--- config.mk ---
export PLATFORM = sky130hd
export DESIGN_NAME = blink_count_gen_flat
export DESIGN_NICKNAME = d
export VERILOG_FILES = /design/src/rtl/blink_count_gen_pkg.sv /design/src/rtl/blink_count_gen_if.sv /design/src/rtl/blink_count_gen_prescaler.sv /design/src/rtl/blink_count_gen.sv /design/src/flat_wrapper.sv
export SDC_FILE = /design/constraint.sdc
export NUM_CORES = 1
export LEC_CHECK = 0
export CAP_MARGIN = 30
export CORE_MARGIN = 2
export CORE_UTILIZATION = 57
export CTS_BUF_LIST = sky130_fd_sc_hd__clkbuf_4 sky130_fd_sc_hd__clkbuf_8
export DETAILED_ROUTE_END_ITERATION = 10
export GPL_TIMING_DRIVEN = 0
export PLACE_DENSITY = 0.91
export SETUP_SLACK_MARGIN = 0.15
export SYNTH_ARGS = -nofsm -noshare
export SYNTH_HDL_FRONTEND = slang
export SYNTH_SLANG_ARGS = --single-unit
--- constraint.sdc ---
create_clock -name clk -period 5 [get_ports clk]
set_input_delay 0.75 -clock clk [delete_from_list [all_inputs] [get_ports clk]]
set_output_delay 0.75 -clock clk [all_outputs]
set_load 0.005 [all_outputs]
--- src/rtl/blink_count_gen_pkg.sv ---
// Shared definitions for the blinker count generator.
//   WIDTH_DEF / DIV_WIDTH_DEF : default widths of count/mask and divider
//   DEFAULT_DIV / DEFAULT_MASK: values loaded into divider and mask at reset
//   state_e                   : config handshake FSM encoding
package blink_pkg;
  localparam int          WIDTH_DEF     = 16;
  localparam int          DIV_WIDTH_DEF = 16;
  localparam int          DEFAULT_DIV   = 1000;
  localparam logic [15:0] DEFAULT_MASK  = 16'h8000;

  typedef enum logic {
    S_IDLE = 1'b0,  // ready for a new config
    S_PEND = 1'b1   // config captured in shadow regs, waiting for a safe apply edge
  } state_e;
endpackage

--- src/rtl/blink_count_gen_if.sv ---
// Config port of the blinker count generator (valid/ready).
//   cfg_valid : requester has a config word, held until accepted
//   cfg_ready : generator can accept a config word
//   cfg_div   : new divider, clk cycles per count step (0 acts as 1)
//   cfg_mask  : new mask
// master = requester side, slave = generator side.
interface blink_count_gen_if
  import blink_pkg::*;
#(
  parameter int WIDTH     = WIDTH_DEF,
  parameter int DIV_WIDTH = DIV_WIDTH_DEF
);
  logic                 cfg_valid;
  logic                 cfg_ready;
  logic [DIV_WIDTH-1:0] cfg_div;
  logic [WIDTH-1:0]     cfg_mask;

  modport master (output cfg_valid, cfg_div, cfg_mask, input  cfg_ready);
  modport slave  (input  cfg_valid, cfg_div, cfg_mask, output cfg_ready);
endinterface

--- src/rtl/blink_count_gen_prescaler.sv ---
// Prescaler for the blinker count generator.
//   clk, rst  : clock, synchronous active-high reset
//   ena_i     : advance the divider counter; 0 freezes it
//   clr_i     : synchronous clear to 0 (wins over ena_i)
//   eff_div_i : effective divider, must be >= 1
//   step_o    : high in the cycle whose rising edge completes a period
module blink_prescaler
  import blink_pkg::*;
#(
  parameter int DIV_WIDTH = DIV_WIDTH_DEF
) (
  input  logic                 clk,
  input  logic                 rst,
  input  logic                 ena_i,
  input  logic                 clr_i,
  input  logic [DIV_WIDTH-1:0] eff_div_i,
  output logic                 step_o
);
  logic [DIV_WIDTH-1:0] cnt_q, cnt_d;

  assign step_o = ena_i && (cnt_q == eff_div_i - DIV_WIDTH'(1));

  always_comb begin
    cnt_d = cnt_q;
    if (clr_i)      cnt_d = '0;
    else if (ena_i) cnt_d = step_o ? '0 : cnt_q + DIV_WIDTH'(1);
  end

  always_ff @(posedge clk) begin
    if (rst) cnt_q <= '0;
    else     cnt_q <= cnt_d;
  end
endmodule

--- src/rtl/blink_count_gen.sv ---
// Blinker count generator: free-running count plus active mask for the
// blinker's (count & mask) == mask comparison.
//   clk, rst  : clock, synchronous active-high reset
//   ena       : 1 = prescaler advances, 0 = hold
//   cfg       : config port (valid/ready, divider, mask), slave side
//   count_out : current count
//   mask_out  : active mask
//   tick      : pulse in the cycle count_out shows a new value
//   wrap      : pulse in the cycle count_out becomes 0 by overflow
// New config sits in shadow registers and is only applied on a count step
// edge (or any edge while held), so count/mask never appear torn.
module blink_count_gen
  import blink_pkg::*;
#(
  parameter int               WIDTH        = WIDTH_DEF,
  parameter int               DIV_WIDTH    = DIV_WIDTH_DEF,
  parameter int               DEFAULT_DIV  = blink_pkg::DEFAULT_DIV,
  parameter logic [WIDTH-1:0] DEFAULT_MASK = WIDTH'(blink_pkg::DEFAULT_MASK)
) (
  input  logic               clk,
  input  logic               rst,
  input  logic               ena,
  blink_count_gen_if.slave   cfg,
  output logic [WIDTH-1:0]   count_out,
  output logic [WIDTH-1:0]   mask_out,
  output logic               tick,
  output logic               wrap
);
  state_e               state_q;
  logic                 ready_q;
  logic [DIV_WIDTH-1:0] div_q, sh_div_q;
  logic [WIDTH-1:0]     count_q, mask_q, sh_mask_q;
  logic                 tick_q, wrap_q;

  logic [DIV_WIDTH-1:0] eff_div;
  logic                 step;
  logic                 apply;

  // Divider 0 behaves as 1.
  assign eff_div = (div_q == '0) ? DIV_WIDTH'(1) : div_q;

  // Apply pending config on a step edge (old divider still times that step)
  // or on any held edge, where count cannot move.
  assign apply = (state_q == S_PEND) && (step || !ena);

  blink_prescaler #(.DIV_WIDTH(DIV_WIDTH)) u_presc (
    .clk       (clk),
    .rst       (rst),
    .ena_i     (ena),
    .clr_i     (apply),
    .eff_div_i (eff_div),
    .step_o    (step)
  );

  always_ff @(posedge clk) begin
    if (rst) begin
      state_q   <= S_IDLE;
      ready_q   <= 1'b1;
      div_q     <= DIV_WIDTH'(DEFAULT_DIV);
      mask_q    <= DEFAULT_MASK;
      sh_div_q  <= '0;
      sh_mask_q <= '0;
      count_q   <= '0;
      tick_q    <= 1'b0;
      wrap_q    <= 1'b0;
    end else begin
      tick_q <= step;
      wrap_q <= step && (count_q == '1);
      if (step) count_q <= count_q + WIDTH'(1);

      case (state_q)
        S_IDLE: if (cfg.cfg_valid && ready_q) begin
          sh_div_q  <= cfg.cfg_div;
          sh_mask_q <= cfg.cfg_mask;
          state_q   <= S_PEND;
          ready_q   <= 1'b0;
        end
        S_PEND: if (apply) begin
          div_q   <= sh_div_q;
          mask_q  <= sh_mask_q;
          state_q <= S_IDLE;
          ready_q <= 1'b1;
        end
        default: begin
          state_q <= S_IDLE;
          ready_q <= 1'b1;
        end
      endcase
    end
  end

  assign cfg.cfg_ready = ready_q;
  assign count_out     = count_q;
  assign mask_out      = mask_q;
  assign tick          = tick_q;
  assign wrap          = wrap_q;
endmodule

--- src/flat_wrapper.sv ---
// flat-port wrapper written by rule: the top's interface ports become plain ports
module blink_count_gen_flat import blink_pkg::*;
#(
  parameter int               WIDTH        = WIDTH_DEF,
  parameter int               DIV_WIDTH    = DIV_WIDTH_DEF,
  parameter int               DEFAULT_DIV  = blink_pkg::DEFAULT_DIV,
  parameter logic [WIDTH-1:0] DEFAULT_MASK = WIDTH'(blink_pkg::DEFAULT_MASK)
)
  (clk, rst, ena, count_out, mask_out, tick, wrap, cfg_cfg_valid, cfg_cfg_div, cfg_cfg_mask, cfg_cfg_ready);
  blink_count_gen_if #(.WIDTH(WIDTH), .DIV_WIDTH(DIV_WIDTH)) cfg_i ();
  input  logic clk;
  input  logic rst;
  input  logic ena;
  output logic [WIDTH-1:0] count_out;
  output logic [WIDTH-1:0] mask_out;
  output logic tick;
  output logic wrap;
  input wire logic [$bits(cfg_i.cfg_valid)-1:0] cfg_cfg_valid;
  input wire logic [$bits(cfg_i.cfg_div)-1:0] cfg_cfg_div;
  input wire logic [$bits(cfg_i.cfg_mask)-1:0] cfg_cfg_mask;
  output wire logic [$bits(cfg_i.cfg_ready)-1:0] cfg_cfg_ready;
  assign cfg_i.cfg_valid = cfg_cfg_valid;
  assign cfg_i.cfg_div = cfg_cfg_div;
  assign cfg_i.cfg_mask = cfg_cfg_mask;
  assign cfg_cfg_ready = cfg_i.cfg_ready;
  blink_count_gen #(.WIDTH(WIDTH), .DIV_WIDTH(DIV_WIDTH), .DEFAULT_DIV(DEFAULT_DIV), .DEFAULT_MASK(DEFAULT_MASK)) u_core (.clk(clk), .rst(rst), .ena(ena), .cfg(cfg_i), .count_out(count_out), .mask_out(mask_out), .tick(tick), .wrap(wrap));
endmodule
* Yosys cells after proc, flatten, opt, wreduce, memory -nomap -nowiden
Cells that the tools add are included.
** Storage, ports and cells
- Bits of input ports :: 36
- Word-level logic and storage cells :: 37
- Register bits after elaboration :: 100
** Operators by class
- Mux-type cells :: 8
- Bitwise operators :: 1
- Reduce and logical (&&, ||, !) cells :: 11
- Equality and inequality tests :: 4
- Add/subtract/negate cells :: 3
** Operator list (number)
- adder 16 x 1 -> 16 bit, second input constant :: 2
- two-way mux 16 bit :: 2
- equality test 16 bit :: 1
- equality test 16 bit, second input constant :: 1
- zero test 16 bit :: 1
- subtractor 16 x 1 -> 16 bit, second input constant :: 1
- AND reduction 2 bit :: 3
- logical AND 1 bit :: 4
- two-way mux 1 bit :: 4
- one-hot mux 1 bit (2 select lines) :: 2
- inequality test 2 x 1 -> 1 bit, second input constant :: 1
- inequality test 2 bit, second input constant :: 1
- OR reduction 2 bit :: 1
- zero test 1 bit :: 1
- logical OR 1 bit :: 1
- NOT 1 bit :: 1

* Depth between registers and ports, before layout
- Word-level depth :: 9
- Depth in mapped cells :: 15
- Mapped depth without buffers :: 11

* Hierarchy
A second synthesis with hierarchy kept.
** Unflattened totals
- Cell total of the unflattened synthesis :: 563
- Area total of the unflattened synthesis :: 4626.9 µm²
** By module, submodules not included
- blink_count_gen :: area an instance 3394.5 µm², instances 1, cells an instance 411
- blink_prescaler :: area an instance 1232.4 µm², instances 1, cells an instance 152

* Least setup slack after synthesis
Ideal clock, no wire load.
- Path type :: reg2reg
- Start :: register u_core.div_q[4]
- End :: register u_core.count_q[10] (netlist: u_core.count_out[10])
- Setup slack :: 1186 ps
- Cell stages (with the launch flop) :: 16
- Path buffers :: 4
- Library setup time :: 123 ps
- Data required time :: 4877 ps
- Arrival :: 3691 ps
- Cell sequence :: dfxtp_1 > buf_6 > or4_1 > buf_2 > nor4_2 > a21oi_1 > ha_1 > nor3b_1 > a31o_2 > o21ai_0 > a31oi_1 > or4_4 > buf_6 > buf_8 > nor3_1 > mux2_1
** On the way
- Longest elaborated chain between the ends :: 5
** RTL lines
- start, declared :: line blink_count_gen.sv:31 : logic [DIV_WIDTH-1:0] div_q, sh_div_q;
- start signal, assigned :: line blink_count_gen.sv:59 : div_q <= DIV_WIDTH'(DEFAULT_DIV);
- start signal, assigned :: line blink_count_gen.sv:79 : div_q <= sh_div_q;
- zero test 16 bit :: line blink_count_gen.sv:40 : assign eff_div = (div_q == '0) ? DIV_WIDTH'(1) : div_q;
- two-way mux 16 bit (*) :: line blink_count_gen.sv:40
- subtractor 16 x 1 -> 16 bit (*) :: line blink_count_gen_prescaler.sv:21 : assign step_o = ena_i && (cnt_q == eff_div_i - DIV_WIDTH'(1));
- equality test 16 bit (*) :: line blink_count_gen_prescaler.sv:21
- logical AND 1 bit (*) :: line blink_count_gen_prescaler.sv:21
- end signal, assigned :: line blink_count_gen.sv:69 : if (step) count_q <= count_q + WIDTH'(1);
- end, declared :: line blink_count_gen.sv:32 : logic [WIDTH-1:0] count_q, mask_q, sh_mask_q;
Mark *: on every way between the ends. The rest lies on a longest branch, timed or not.
A chain may end at the register's enable or synchronous reset.

* Worst setup path in the final report
- Start :: register u_core.div_q[4]
- End :: register u_core.count_q[8] (netlist: u_core.count_out[8])
The elaborated chain is that of the path after synthesis.

==> key figures <==
Synthesis
  – Biggest area consumer among synthesized cells: sky130_fd_sc_hd__dfxtp_1
  – Area share of the largest cell type after synthesis: 40.1%
  – Cell area after technology mapping: 0.00499 mm²
  – Number of flip-flops and latches in the synthesized netlist: 100
  – Fraction of synthesis flops using an asynchronous set or reset pin: 0%
  – Most used standard cell by instance count after synthesis: sky130_fd_sc_hd__dfxtp_1
  – Mean cell area of the mapped netlist: 8.48 µm²
  – Main area contributors after synthesis: sky130_fd_sc_hd__dfxtp_1 (40%), sky130_fd_sc_hd__mux2i_1 (6.6%), sky130_fd_sc_hd__nand2b_1 (6.1%)
  – Post-synth net total: 628
  – Most used flip-flop cell after synthesis: sky130_fd_sc_hd__dfxtp_1
  – Sequential-to-total area share from yosys stat: 40.1%
  – Number of enable flip-flop cells after synthesis: 0
  – Post-synth cell types: 56
  – Count of mapped cells out of synthesis: 589
  – Top post-synthesis cells by count: sky130_fd_sc_hd__dfxtp_1 (100), sky130_fd_sc_hd__nand2_1 (80), sky130_fd_sc_hd__nand2b_1 (49)
  – Yosys Warn Count: 0

STA
  – Peak Freq: 0.230 GHz
  – Final-report max-slew violation count: 0
  – Final Hold Slack: 0.462 ns
  – Worst-case headroom to the max-slew limit: 51.9%
  – Fin Clk Skew: 0.0162 ns
  – Setup TNS Final: 0 ns
  – Minimum clock period after layout: about 4.4 ns
  – Unrepaired setup endpoints after global routing: false
  – Final hold violations: 0
  – Tightest Pin Transition: just over 0.7 ns
  – Total setup violations reported at the end of the flow: 0
  – Final critical-path share of the clock period: 87.1%

Worst setup path
  – Cell-by-cell trace of the critical path: buf_6 > or4_1 > buf_2 > nor4_2 > a21oi_1 > ha_1 > nor3b_1 > mux2i_1 > nor3b_1 > o22a_1 > nand3_1 > clkbuf_1 > nor3_1 > mux2_2
  – Number of buffers and inverters on the critical path: 3
  – Crit path max-delay family: simple AND/OR/NAND/NOR gates
  – Critical path startpoint category: flop
  – Crit-path max cell delay: 0.51 ns
  – Critical Path AT: 4.62 ns
  – Start-to-end type of the worst setup path: reg -> reg
  – Critical path data required time: 5.26 ns
  – Critical-path top delay cell: sky130_fd_sc_hd__or4_1
  – Largest driver fanout on the critical path: 10
  – Most Frequent Cell on Critical Path: sky130_fd_sc_hd__nor3b_1
  – Nature of the critical path endpoint: flop

Placed design
  – Final weighted congestion in routability-driven placement: between 0.8 and 0.9
  – Half-perimeter wire length of the detailed placement result: around 9500 µm
  – Placed Instances: around 770
  – Instance area after placement: about 0.0058 mm²
  – # port buffers: 68

Power and ir drop
  – Worst VDD drop: 0.000217 V
  – Net Sw Frac: 26.8%
  – PwrDens: roughly 250 mW/mm²
  – Clock share of power: 32.2%
  – Static power due to leakage: 2.03 nW
  – Sw power: approximately 0.00040 W
  – Cell-internal power: 0.00110 W
  – Combinational share of power: 11.7%
  – Share of power burned in registers: between 50% and 60%

Clock tree
  – Cells resized by post-CTS repair: 0
  – Post-CTS repair timing setup buffer count: 0
  – Clock root buffer: sky130_fd_sc_hd__clkbuf_8
  – Clock tree from TritonCTS: yes
  – Number of levels in the clock H-tree: 3
  – Total of hold buffers inserted after clock tree synthesis: 0
  – Clock Tree Buf Depth: 2
  – Skew-Pair Late Insertion Delay: 0.36 ns
  – Total clock buffers created by CTS: 9
  – Register clock-pin slew on the reported worst setup and hold paths: ~0.11 ns
  – Clk sink count: 100

Floorplanning
  – Die Area: 0.00952 mm²
  – IO Pins: 71
  – Starting density of the core: between 50 and 60%
  – Floorplan row count: 34
  – Die H: 97.6 µm
  – Horizontal die dimension: 97.6 µm
  – Floorplan core area: 0.00859 mm²

Global route
  – Vias in the first global route: approximately 4,400
  – Global Route Usage Sum: 26.0%
  – Number of antenna violations at the first check in global routing: 0
  – First-pass GRT wire length: 20,400 µm
  – Aggregate global routing overflow: 0
  – Pin count of the biggest net entering global routing: 18

Run status
  – Status: finished, final reports clean

Flow run
  – Max cap viols: 0

Routing
  – Violation count after the first detailed-route iteration: 386
  – DR pass1 iterations: 5
  – Via count normalized by instance count: 5.89
  – DRT Wirelength: ~13,000 µm
  – Via Count: 4,601
  – WL/cell: 16.3 µm
  – Count of antenna-violating nets left after detailed routing: 0
  – Drt drc: 0

Layout
  – Final instance area: around 0.0060 mm²
  – Total number of nets in the final design: 707
  – Final core area utilization: 69.7%
  – Layout overhead on the synthesized area: 20.0%
  – Diode insertion count for antenna repair: 0
  – Finished Layout Cells: 781
  – Ratio of cells with drive above 1 in the final layout: 6.98%

Min path
  – Path class of the lowest-slack min-delay path: reg -> reg
per-stage QoR:
step | total power, W | worst slack (ns)
2_1_floorplan | 0.000968 | 1.19
3_3_place_gp | 0.00103 | 0.838
3_5_place_dp | 0.00104 | 0.743
4_1_cts | 0.00151 | 0.686
5_1_grt | 0.00156 | 0.422
6_report | 0.00151 | 0.643
layout make-up:
type	count	area, µm²
fillers	634	2600
clock buffers	10	138
multi-input cells	440	2750
well taps	108	135
repair buffers	68	681
clock inverters	6	45.0
plain buffers	42	213
flip-flops and latches	100	2000
inverters	7	26.3
kinds of logic after synthesis:
kind of cell	Yosys count	share of synthesized area, %
flops	100	40.1
mux	47	9.77
xor+xnor	32	5.91
fa+ha+maj	3	0.752
simple gates	285	29.6
buf+inv	49	4.79
compound gates	73	9.10
metal layers:
layer	wire length (µm)	vias to the layer above	share of wire, %	global-route usage [%]
met5	0	-	0	0
met4	388	0	3.0	11.5
met3	980	37	7.7	4.53
met2	6210	210	49	44.5
met1	5160	2152	40	32.0
li1	-	2202	-	-
tightest hold or removal path, cell delays in order (launching register included):
cell                      delay, ns
sky130_fd_sc_hd__dfxtp_1       0.32
sky130_fd_sc_hd__nand2_1       0.05
sky130_fd_sc_hd__a21oi_1       0.05
worst paths after layout:
kind,cells past startpoint,to,start,slack (ns)
hold / removal,2,u_core.sh_div_q[10],u_core.sh_div_q[10],0.46
hold reg to reg,2,u_core.sh_div_q[10],u_core.sh_div_q[10],0.46
setup / recovery,14,u_core.count_out[8],u_core.div_q[4],0.64
setup reg to reg,14,u_core.count_out[8],u_core.div_q[4],0.64
flip-flops by register name (all words and copies together) (netlist names):
| signal | cells |
|---|---|
| u_core.sh_mask_q | 16 |
| u_core.cfg.cfg_ready | 1 |
| u_core.sh_div_q | 16 |
| u_core.div_q | 16 |
| u_core.wrap | 1 |
| u_core.state_q | 1 |
| u_core.tick | 1 |
| u_core.u_presc.cnt_q | 16 |
| u_core.count_out | 16 |
| u_core.mask_out | 16 |
power groups by stage:
stage / Clock, W / Sequential [W] / Combinational, W
2_1_floorplan: 0 / 0.000857 / 0.000110
3_3_place_gp: 0 / 0.000861 / 0.000167
3_5_place_dp: 0 / 0.000864 / 0.000175
4_1_cts: 0.000489 / 0.000846 / 0.000176
5_1_grt: 0.000517 / 0.000850 / 0.000193
6_report: 0.000486 / 0.000847 / 0.000177
placed cells by master, fill, tap and decap left out, types with 6 or more instances in the layout:
master	n
sky130_fd_sc_hd__a21oi_1	40
sky130_fd_sc_hd__and3_1	8
sky130_fd_sc_hd__clkbuf_1	31
sky130_fd_sc_hd__clkbuf_8	10
sky130_fd_sc_hd__clkdlybuf4s50_1	68
sky130_fd_sc_hd__dfxtp_1	100
sky130_fd_sc_hd__inv_1	7
sky130_fd_sc_hd__mux2_2	9
sky130_fd_sc_hd__mux2i_1	33
sky130_fd_sc_hd__nand2_1	80
sky130_fd_sc_hd__nand2b_1	49
sky130_fd_sc_hd__nand3_1	20
sky130_fd_sc_hd__nand4_1	12
sky130_fd_sc_hd__nor2_1	40
sky130_fd_sc_hd__nor2b_1	13
sky130_fd_sc_hd__nor3_1	19
sky130_fd_sc_hd__nor4_1	21
sky130_fd_sc_hd__o21ai_0	6
sky130_fd_sc_hd__or3_1	6
sky130_fd_sc_hd__xnor2_1	14
sky130_fd_sc_hd__xor2_1	17
Power figures use the tool's default switching activity.
